[config.mk]
export PLATFORM = sky130hd
export DESIGN_NAME = typing_round_ctrl
export DESIGN_NICKNAME = d
export VERILOG_FILES = /design/src/rtl/typing_round_ctrl.sv
export SDC_FILE = /design/constraint.sdc
export NUM_CORES = 1
export LEC_CHECK = 0
export ABC_AREA = 1
export CAP_MARGIN = 40
export CORE_ASPECT_RATIO = 1.4
export CORE_UTILIZATION = 40
export DETAILED_ROUTE_END_ITERATION = 12
export GPL_ROUTABILITY_DRIVEN = 0
export SKIP_CTS_REPAIR_TIMING = 1
export SYNTH_ARGS = -nofsm -noshare
export SYNTH_HDL_FRONTEND = slang
export SYNTH_SLANG_ARGS = --single-unit
[constraint.sdc]
create_clock -name clk -period 4.7 [get_ports clk]
set_input_delay 0.47 -clock clk [delete_from_list [all_inputs] [get_ports clk]]
set_output_delay 0.47 -clock clk [all_outputs]
set_load 0.01 [all_outputs]
[src/rtl/typing_round_ctrl.sv]
// ============================================================================
// Module   : typing_round_ctrl
// Brief    : Typing-game round controller: LFSR target letters, hit/miss
//            scoring and a seconds countdown that ends the round.
// Revision : 1.0 - initial release
// ============================================================================
`default_nettype none

module typing_round_ctrl #(
  parameter int         ROUND_SEC = 60,
  parameter logic [7:0] LFSR_SEED = 8'hA5
) (
  input  logic       clk,
  input  logic       clrn,
  input  logic       start,
  input  logic       tick_1hz,
  input  logic       key_valid,
  input  logic [7:0] key_asc,
  output logic [7:0] target_asc,
  output logic       target_valid,
  output logic [7:0] hit_cnt,
  output logic [7:0] miss_cnt,
  output logic [6:0] time_left,
  output logic       busy,
  output logic       done
);

  localparam logic [1:0] S_IDLE = 2'd0;
  localparam logic [1:0] S_LOAD = 2'd1;
  localparam logic [1:0] S_WAIT = 2'd2;
  localparam logic [1:0] S_DONE = 2'd3;

  localparam logic [6:0] ROUND_TL = 7'(ROUND_SEC);
  localparam logic [7:0] CNT_MAX  = 8'hFF;
  localparam logic [7:0] ASC_A    = 8'h61;

  logic [1:0] state;
  logic [1:0] state_nxt;
  logic [7:0] lfsr;
  logic [7:0] lfsr_step;
  logic [4:0] lfsr_v;
  logic [7:0] next_letter;
  logic       in_round;
  logic       idle_or_done;
  logic       start_ok;
  logic       final_tick;
  logic       key_hit;
  logic       key_miss;

  // Fibonacci LFSR, taps 8,6,5,4 (x^8+x^6+x^5+x^4+1): maximal length, never hits 0
  assign lfsr_step    = {lfsr[6:0], lfsr[7] ^ lfsr[5] ^ lfsr[4] ^ lfsr[3]};
  assign lfsr_v       = lfsr_step[4:0];
  assign next_letter  = (lfsr_v < 5'd26) ? (ASC_A + {3'b000, lfsr_v})
                                         : (ASC_A + {3'b000, lfsr_v - 5'd26});

  assign in_round     = (state == S_LOAD) || (state == S_WAIT);
  assign idle_or_done = (state == S_IDLE) || (state == S_DONE);
  assign start_ok     = idle_or_done && start;
  assign final_tick   = in_round && tick_1hz && (time_left == 7'd1);
  assign key_hit      = (state == S_WAIT) && key_valid && (key_asc == target_asc);
  assign key_miss     = (state == S_WAIT) && key_valid && (key_asc != target_asc);

  // State register
  always_ff @(posedge clk or negedge clrn) begin
    if (!clrn) begin
      state <= S_IDLE;
    end else begin
      state <= state_nxt;
    end
  end

  // Next-state logic: the final tick takes priority over a hit's return to LOAD
  always_comb begin
    state_nxt = state;
    case (state)
      S_IDLE, S_DONE: begin
        if (start) state_nxt = S_LOAD;
      end
      S_LOAD: begin
        state_nxt = final_tick ? S_DONE : S_WAIT;
      end
      S_WAIT: begin
        if (final_tick)   state_nxt = S_DONE;
        else if (key_hit) state_nxt = S_LOAD;
      end
      default: state_nxt = S_IDLE;
    endcase
  end

  // Output decode
  always_comb begin
    target_valid = 1'b0;
    busy         = 1'b0;
    done         = 1'b0;
    case (state)
      S_LOAD: busy = 1'b1;
      S_WAIT: begin
        busy         = 1'b1;
        target_valid = 1'b1;
      end
      S_DONE: done = 1'b1;
      default: ;
    endcase
  end

  always_ff @(posedge clk or negedge clrn) begin
    if (!clrn) begin
      lfsr       <= LFSR_SEED;
      target_asc <= 8'h00;
    end else if (state == S_LOAD) begin
      lfsr       <= lfsr_step;
      target_asc <= next_letter;
    end
  end

  always_ff @(posedge clk or negedge clrn) begin
    if (!clrn) begin
      hit_cnt  <= 8'h00;
      miss_cnt <= 8'h00;
    end else if (start_ok) begin
      hit_cnt  <= 8'h00;
      miss_cnt <= 8'h00;
    end else begin
      if (key_hit && (hit_cnt != CNT_MAX))   hit_cnt  <= hit_cnt + 8'd1;
      if (key_miss && (miss_cnt != CNT_MAX)) miss_cnt <= miss_cnt + 8'd1;
    end
  end

  always_ff @(posedge clk or negedge clrn) begin
    if (!clrn) begin
      time_left <= ROUND_TL;
    end else if (start_ok) begin
      time_left <= ROUND_TL;
    end else if (in_round && tick_1hz && (time_left != 7'd0)) begin
      time_left <= time_left - 7'd1;
    end
  end

endmodule

`default_nettype wire

==> impl_metrics.toml <==
[outcome]
outcome = "finished clean"

[final_layout]
final_cells = 445
n_fill_cell = 587
area_growth_syn_to_layout_pct = 25.16
fin_nets = 396
drive_gt1_share_pct = 10.67
diodes = 0

[logic_synthesis]
synthArstFlopShare_pct = 100.0
synthCells = 326
yosysWarnings = 0
seq_area_frac_synth_pct = 41.75
synth_nets = 348
synth_cell_type_count = 34
netlist_area_um2 = 2481
synth_area_per_cell_um2 = 7.611
synth-seq-cells = 41
yosys_most_used_dff = "dfrtp_1"
synth-edff-count = 0

[routing]
drc = 0
drtAntennaViolNets = 0
wl_per_cell_um = 11.84
drtIter0Drc = 70
dr.pass1.iters = 4
routed_via_density = 4.960
routed_wl_um = 5267
vias = 2207

[sta]
period_share_pct = 47.57
worst_pin_slew_ns = 0.8602
max_freq_mhz = 447.3
hold_violations = 0
tns_ns = 0
rsz0062_at_grt = "no"
skew_ns = 0.006656
period_needed_ns = 2.236
setup_viol = 0
slew-limit-headroom_pct = 42.51
slew_viol_final = 0

[grt]
grt_max_degree = 34
grtUsageTotal_pct = 18.14
antenna_found_initial = 0
grt_pass1_wl_um = 8935
grt_pass1_vias = 2029
grt_remaining_overflow = 0

[die]
placeableCoreArea_um2 = 5904
num_rows = 33
start_util_pct = 42.02
io_pins = 47
die_h_um = 95.19
die_area_um2 = 6526
die_width_um = 68.56

[clocking]
cts_made_buffers = 5
cts_max_level = 2
cts_buffer_depth = 2
cts.sinks = 41
clk_latency_ns = 0.30
clk_pin_slew_worst_paths_ns = 0.08
root_buffer = "clkbuf_8"
cts_tree = "yes"

[min_path]
hp-class = "in -> async"

[power]
p_per_area_nw_per_um2 = 541.6
leakagePower_nw = 1.491
vdd_drop_max_mv = 0.3227

[setup_path]
cp.arrival_ns = 2.47
end_kind = "flop"
required_ns = 4.93
critPathLaunchType = "flop"
critPathKind = "reg -> reg"
worstPathMaxFanout = 22

[placed_design]
port_buffers = 46
hpwl_um = 3904
dpl.cell_count = 437

[flow_run]
cap_viol_max_count = 0
==> power by group <==
part	leakage, nW	internal, W	total [W]	switching (W)
Sequential	0.518	0.000487	0.000594	0.000107
Combinational	0.929	0.000365	0.000860	0.000495
Clock	0.0439	0.000103	0.000228	0.000125
==> cell type report <==
cell class	instances	area (um2)	area share (%)
clock buffers	5	68.82	2.216
clock inverters	3	17.52	0.5641
inverters	41	153.9	4.956
multi-input cells	238	1266	40.77
flip-flops and latches	41	1036	33.36
well taps	70	87.58	2.820
repair buffers	47	475.5	15.31
==> per-layer routing <==
layer | GRT usage (%) | share of wire (%)
met5 | 0 | 0
met4 | 5.729 | 0.53
met3 | 3.110 | 3.7
met2 | 30.80 | 50
met1 | 22.88 | 46
==> critical path: stages, from the launching register on <==
cell     delay, ns
dfrtp_1       0.41
inv_1         0.06
ha_1          0.32
nand2_1       0.64
inv_2         0.33
nor3b_1       0.28
nand2_1       0.07
nand2_1       0.06
==> cells by family (layout without fill, tap and decap cells) <==
logic type	count (synthesis)	in the layout	share of synthesized area, %
AND/OR/NAND/NOR	181	181	34.04
buffers and inverters	47	96	7.211
flip-flops	41	41	41.75
XOR/XNOR	16	16	5.648
AO/OA/AOI/OAI	32	32	6.808
adder cells (fa/ha/maj)	9	9	4.539
==> cells in the final DEF (no fill, tap or decap), types with 3 or more instances in the layout <==
cell type          n
ha_1               9
nor2_2             4
o21ai_0           15
xnor2_1            9
nor2_1            24
inv_1             36
clkdlybuf4s50_1   45
nand3_1           25
clkbuf_8           5
nand2_4            3
dfrtp_1           33
nand4_1            5
nor3_1             3
inv_2              5
dfstp_2            8
xor2_1             7
o21ai_1            6
nand2_1          101
a21oi_1            6
==> synth_stat cells, types with 4 or more instances <==
master,count,share of area [%]
xnor2_1,9,3.2
nand3_1,25,5.0
o21ai_0,15,3.0
inv_2,5,0.76
nor2_2,4,1.0
a21oi_1,6,1.2
nor2_1,24,3.6
nand4_1,5,1.3
inv_1,36,5.4
o21ai_1,6,1.2
dfrtp_1,33,33
dfstp_2,8,8.5
nand2_1,101,15
ha_1,9,4.5
clkbuf_1,4,0.60
xor2_1,7,2.5
==> registers in the layout, summed over array words and instances, names as in the netlist <==
register,cells
hit_cnt,8
lfsr,8
miss_cnt,8
target_asc,8
time_left,7
state,2
==> metrics by stage <==
step / cell area (um2) / utilization [%] / hold slack, ns / power (W) / worst slack [ns]
after floorplan: 2481 / - / 0.1744 / 0.001162 / 2.920
after global placement: 2999 / 50.79 / 0.4837 / 0.001457 / 2.366
after detailed placement: 3019 / 51.13 / 0.3516 / 0.001470 / 2.337
after CTS: 3105 / 52.60 / 0.02374 / 0.001706 / 2.438
after global routing: 3105 / 52.60 / 0.02931 / 0.001838 / 2.242
final: 3105 / 52.60 / 0.02081 / 0.001682 / 2.464
==> worst paths after layout <==
check	slack [ns]	depth (start not counted)	endpoint	from
max in group asynchronous	4.15	2	time_left[2]	clrn
min	0.02	1	state[0]	clrn
max	2.46	7	hit_cnt[4]	state[0]
max reg2reg	2.46	7	hit_cnt[4]	state[0]
min in group clk	0.49	2	lfsr[5]	lfsr[5]
min reg2reg	0.49	2	lfsr[5]	lfsr[5]
Note: power is estimated with default switching activity, not from simulation.
==> patch 1, RTL diff (config.mk and constraints unchanged) <==
Add an input register stage for `start`, `tick_1hz`, `key_valid` and `key_asc`; this delays them by one clock.
--- a/src/rtl/typing_round_ctrl.sv
+++ b/src/rtl/typing_round_ctrl.sv
@@ -34,6 +34,18 @@
   localparam logic [7:0] CNT_MAX  = 8'hFF;
   localparam logic [7:0] ASC_A    = 8'h61;
 
+  logic start_q;
+  logic tick_1hz_q;
+  logic key_valid_q;
+  logic [7:0] key_asc_q;
+
+  always_ff @(posedge clk) begin
+    start_q     <= start;
+    tick_1hz_q  <= tick_1hz;
+    key_valid_q <= key_valid;
+    key_asc_q   <= key_asc;
+  end
+
   logic [1:0] state;
   logic [1:0] state_nxt;
   logic [7:0] lfsr;
@@ -55,10 +67,10 @@
 
   assign in_round     = (state == S_LOAD) || (state == S_WAIT);
   assign idle_or_done = (state == S_IDLE) || (state == S_DONE);
-  assign start_ok     = idle_or_done && start;
-  assign final_tick   = in_round && tick_1hz && (time_left == 7'd1);
-  assign key_hit      = (state == S_WAIT) && key_valid && (key_asc == target_asc);
-  assign key_miss     = (state == S_WAIT) && key_valid && (key_asc != target_asc);
+  assign start_ok     = idle_or_done && start_q;
+  assign final_tick   = in_round && tick_1hz_q && (time_left == 7'd1);
+  assign key_hit      = (state == S_WAIT) && key_valid_q && (key_asc_q == target_asc);
+  assign key_miss     = (state == S_WAIT) && key_valid_q && (key_asc_q != target_asc);
 
   // State register
   always_ff @(posedge clk or negedge clrn) begin
@@ -74,7 +86,7 @@
     state_nxt = state;
     case (state)
       S_IDLE, S_DONE: begin
-        if (start) state_nxt = S_LOAD;
+        if (start_q) state_nxt = S_LOAD;
       end
       S_LOAD: begin
         state_nxt = final_tick ? S_DONE : S_WAIT;
@@ -131,7 +143,7 @@
       time_left <= ROUND_TL;
     end else if (start_ok) begin
       time_left <= ROUND_TL;
-    end else if (in_round && tick_1hz && (time_left != 7'd0)) begin
+    end else if (in_round && tick_1hz_q && (time_left != 7'd0)) begin
       time_left <= time_left - 7'd1;
     end
   end
Behaviour: not the same (a bounded check fails within 4 cycles, from zero or initial values).
==> patch 1 against the unedited design <==
First-iteration DRC count up 63%. Worst setup slack improved by 0.0028 ns. Hold slack improved by 0.040 ns. Synthesized cell count is 3.1% higher. Combinational power fell by 41%. Total power is 18% lower. Sequential power decreased by 4.4%. Area after synthesis is 9.0% higher. Design area rose by 8.4%. Routed wire length grew 4.8%. Sequential cell count up 11.
==> patch 1: results (changes against the unedited design) <==
gr-usage-met2_pct: 29.3  # -1.5 points
wl_met2_um: 2740  # +4.4%
wl_met1_um: 2510  # +3.7%
track_usage_pct: 17.4  # -0.74 points
hold_ws_ns: 0.0609  # +0.0401 ns
timing.rr.start: "lfsr[0]"
drt_iter0_markers: 114  # +63%
status: "finished, final reports clean"
final_cell_count_no_fill: 461  # +3.6%
path_max_fanout: 4  # -82%
grt_first_pass_wirelength_um: 9760  # +9.2%
synthTopCellsByCount: "nand2_1 (96), inv_1 (42), dfrtp_1 (33), nand3_1 (31), nor2_1 (23)"
dpl.hpwl_um: 4060  # +4.1%
drive_above_1_share_pct: 10.3  # -0.33 points
synth_seq_area_share_pct: 46.5  # +4.7 points
p_switching_uw: 503  # -31%
maxSlewHeadroom_pct: 55.2  # +13 points
grt_pass1_vias: 2164  # +6.7%
ff2ff_path_depth: 12  # +5
placed_area_um2: 3260  # +8.0%
p_leak_uw: 0.00160  # +7.2%
grt_use_met1_pct: 22.3  # -0.61 points
place_ws_ns: 2.76  # +0.426 ns
regToRegEndpoint: "target_asc[4]"
met3_length_um: 181  # -6.7%
grt_max_degree: 29  # -15%
wire_per_inst_um: 12.0  # +1.2%
post_drt_via_cell_ratio: 4.90  # -1.2%
synth_area_per_cell_um2: 8.05  # +5.7%
syn_nets: 358  # +2.9%
## patch 1: changes by cell type in the layout (fill, tap and decap cells not counted), moves of 2 or more
cell / before / now
o21ai_1: 6 / 2
o21bai_1: 2 / 0
o21ai_0: 15 / 20
inv_1: 36 / 42
nand2b_1: 2 / 0
o21ai_2: 0 / 2
nand2_1: 101 / 96
a31oi_1: 2 / 0
xnor2_1: 9 / 7
nor3_1: 3 / 6
nand3_1: 25 / 31
inv_2: 5 / 1
dfxtp_1: 0 / 11
## patch 1: area by class of cell
cell class	instances	area (µm²)
Fill cell	634	3200
Multi-Input combinational cell	236	1270
Sequential cell	52	1260
Timing Repair Buffer	48	483
Inverter	43	161
Tap cell	74	92.6
Clock buffer	6	72.6
Clock inverter	2	35.0
## patch 1: worst max path at each step
stage | cells past startpoint | to | slack, ns
finish | 4 | busy | 2.47
global route | 4 | busy | 2.38
CTS | 4 | busy | 2.45
detailed placement | 12 | target_asc[4] | 2.76
global placement | 12 | target_asc[4] | 2.82
floorplan | 12 | target_asc[4] | 2.88
## patch 1: cells by family after synthesis
family	share of synthesized area (%)
adders and majority gates	4.16
AOI/OAI and AO/OA	6.48
buffers and inverters	6.71
DFF	46.5
xor gates and xnor gates	4.81
and+or+nand+nor	31.4
## patch 1: power by group through the flow
stage | registers [µW] | logic (µW) | clock network (µW)
detailed placement | 577 | 509 | 0
finish | 568 | 508 | 302
floorplan | 584 | 302 | 0
global route | 578 | 575 | 333
CTS | 569 | 512 | 315
global placement | 574 | 504 | 0
## patch 1: worst max-delay path, stage by stage (launching register included)
cell             delay, ns
dfrtp_1               0.40
inv_1                 0.06
ha_1                  0.33
inv_1                 0.12
clkdlybuf4s50_1       0.55
==> patch 2, RTL diff (same flow settings) <==
Without the edit above. The localparam `CNT_MAX` goes from 8'hFF to 8'hBF.
--- a/src/rtl/typing_round_ctrl.sv
+++ b/src/rtl/typing_round_ctrl.sv
@@ -31,7 +31,7 @@
   localparam logic [1:0] S_DONE = 2'd3;
 
   localparam logic [6:0] ROUND_TL = 7'(ROUND_SEC);
-  localparam logic [7:0] CNT_MAX  = 8'hFF;
+  localparam logic [7:0] CNT_MAX  = 8'hBF;
   localparam logic [7:0] ASC_A    = 8'h61;
 
   logic [1:0] state;
Behaviour: same outputs for any inputs over 10 cycles, from zero or initial values; that may be too few to reach the edited logic, so the function may still have changed.
==> patch 2 against the unedited design <==
Worst setup slack worse by 0.37 ns. Sequential share of layout area is 0.067 points lower. Critical endpoint is now miss_cnt[2]. Critical path type unchanged. Die area increased by 0.54%. Largest power group unchanged. Area after synthesis rose by 0.55%. Total power up 5.3%. Routed wire length is 1.3% higher. Design area increased by 0.20%. Sequential cell count did not move. Fmax shrank 14%. Global-route usage down 0.29 points.
==> patch 2: results (changes against the unedited design) <==
track_usage_pct: 17.9  # -0.29 points
synthTopCellsByCount: "nand2_1 (97), inv_1 (46), dfrtp_1 (33), nand3_1 (24), nor2_1 (23)"
grt_first_pass_wirelength_um: 8760  # -2.0%
ys_types: 32  # -5.9%
synth.area.top_cells: "dfrtp_1 (33%), nand2_1 (15%), dfstp_2 (8.4%)"
post_drt_via_cell_ratio: 4.83  # -2.6%
status: "finished, final reports clean"
slowest_stage: "clkinv_1"
peakVddDrop_mv: 0.276  # -14%
gr-usage-met2_pct: 32.0  # +1.2 points
grt.met3_usage_pct: 2.75  # -0.36 points
syn_nets: 350  # +0.57%
grt_max_degree: 25  # -26%
synth_seq_area_share_pct: 41.5  # -0.23 points
skew_ns: 0.0104  # +0.00373 ns
p_leak_uw: 0.00151  # +1.3%
place_ws_ns: 1.94  # -0.396 ns
placed_area_um2: 3030  # +0.21%
critPathArrivalTime_ns: 2.84  # +0.37 ns
diodes: 0  # unchanged
grt_pass1_vias: 2012  # -0.84%
grt_use_met1_pct: 20.5  # -2.4 points
tightestPinTransition_ns: 0.828  # -0.0326 ns
nNetsFinal: 398  # +0.51%
path_max_fanout: 20  # -9.1%
drt_iter0_markers: 63  # -10%
wirelength_um: 5340  # +1.3%
dpl.hpwl_um: 4050  # +3.6%
drive_above_1_share_pct: 9.81  # -0.85 points
## patch 2: cell types whose count changed in the layout (fill, tap and decap cells not counted), moves of 2 or more
cell | before | now
inv_1 | 36 | 46
inv_2 | 5 | 0
nand2_1 | 101 | 97
nand4_1 | 5 | 7
o21ai_1 | 6 | 3
o21ai_2 | 0 | 4
xnor2_1 | 9 | 6
xor2_1 | 7 | 10
## patch 2: final timing paths
kind                            cells after the start      from            end
worst max-delay path                                7  state[0]    miss_cnt[2]
worst min-delay path                                1      clrn  target_asc[0]
worst max register to register                      7  state[0]    miss_cnt[2]
worst min register to register                      2   lfsr[5]        lfsr[5]
max in group asynchronous                           2      clrn        lfsr[7]
min in group clk                                    2   lfsr[5]        lfsr[5]
## patch 2: power breakdown
group	total, µW	leakage, µW	internal (µW)	switching [µW]
Clock	226	0.0000439	103	124
Combinational	927	0.000950	396	531
Sequential	618	0.000517	498	120
## patch 2: layer usage
layer	vias up	share of wire, %
met4	0	2.5
met1	979	44
met3	13	3.5
met5	-	0
li1	1123	-
met2	44	50
## patch 2: layout make-up
type / count / area (µm²)
Fill cell: 603 / 2830
Multi-Input combinational cell: 234 / 1250
Sequential cell: 41 / 1040
Timing Repair Buffer: 47 / 475
Inverter: 47 / 176
Tap cell: 70 / 87.6
Clock buffer: 5 / 68.8
Clock inverter: 3 / 17.5
## patch 2: metrics by stage
| step | hold slack (ns) | std cells |
|---|---|---|
| 6_report | 0.103 | 447 |
| 5_1_grt | 0.133 | 447 |
| 4_1_cts | 0.115 | 447 |
| 3_5_place_dp | 0.438 | 439 |
| 3_3_place_gp | 0.474 | 438 |
| 2_1_floorplan | 0.174 | 328 |
## patch 2: cells by family after synthesis
| group | synth area share (%) |
|---|---|
| compound gates | 7.77 |
| simple gates | 32.2 |
| buf+inv | 8.38 |
| flops | 41.5 |
| fa+ha+maj | 4.51 |
| xor+xnor | 5.62 |
## patch 2: critical path: cells and delay by family (launching register included)
| kind | cells | cell delay (ns) |
|---|---|---|
| AND/OR/NAND/NOR | 4 | 1.09 |
| buffers and inverters | 2 | 0.73 |
| flip-flops | 1 | 0.41 |
| adder cells (fa/ha/maj) | 1 | 0.32 |
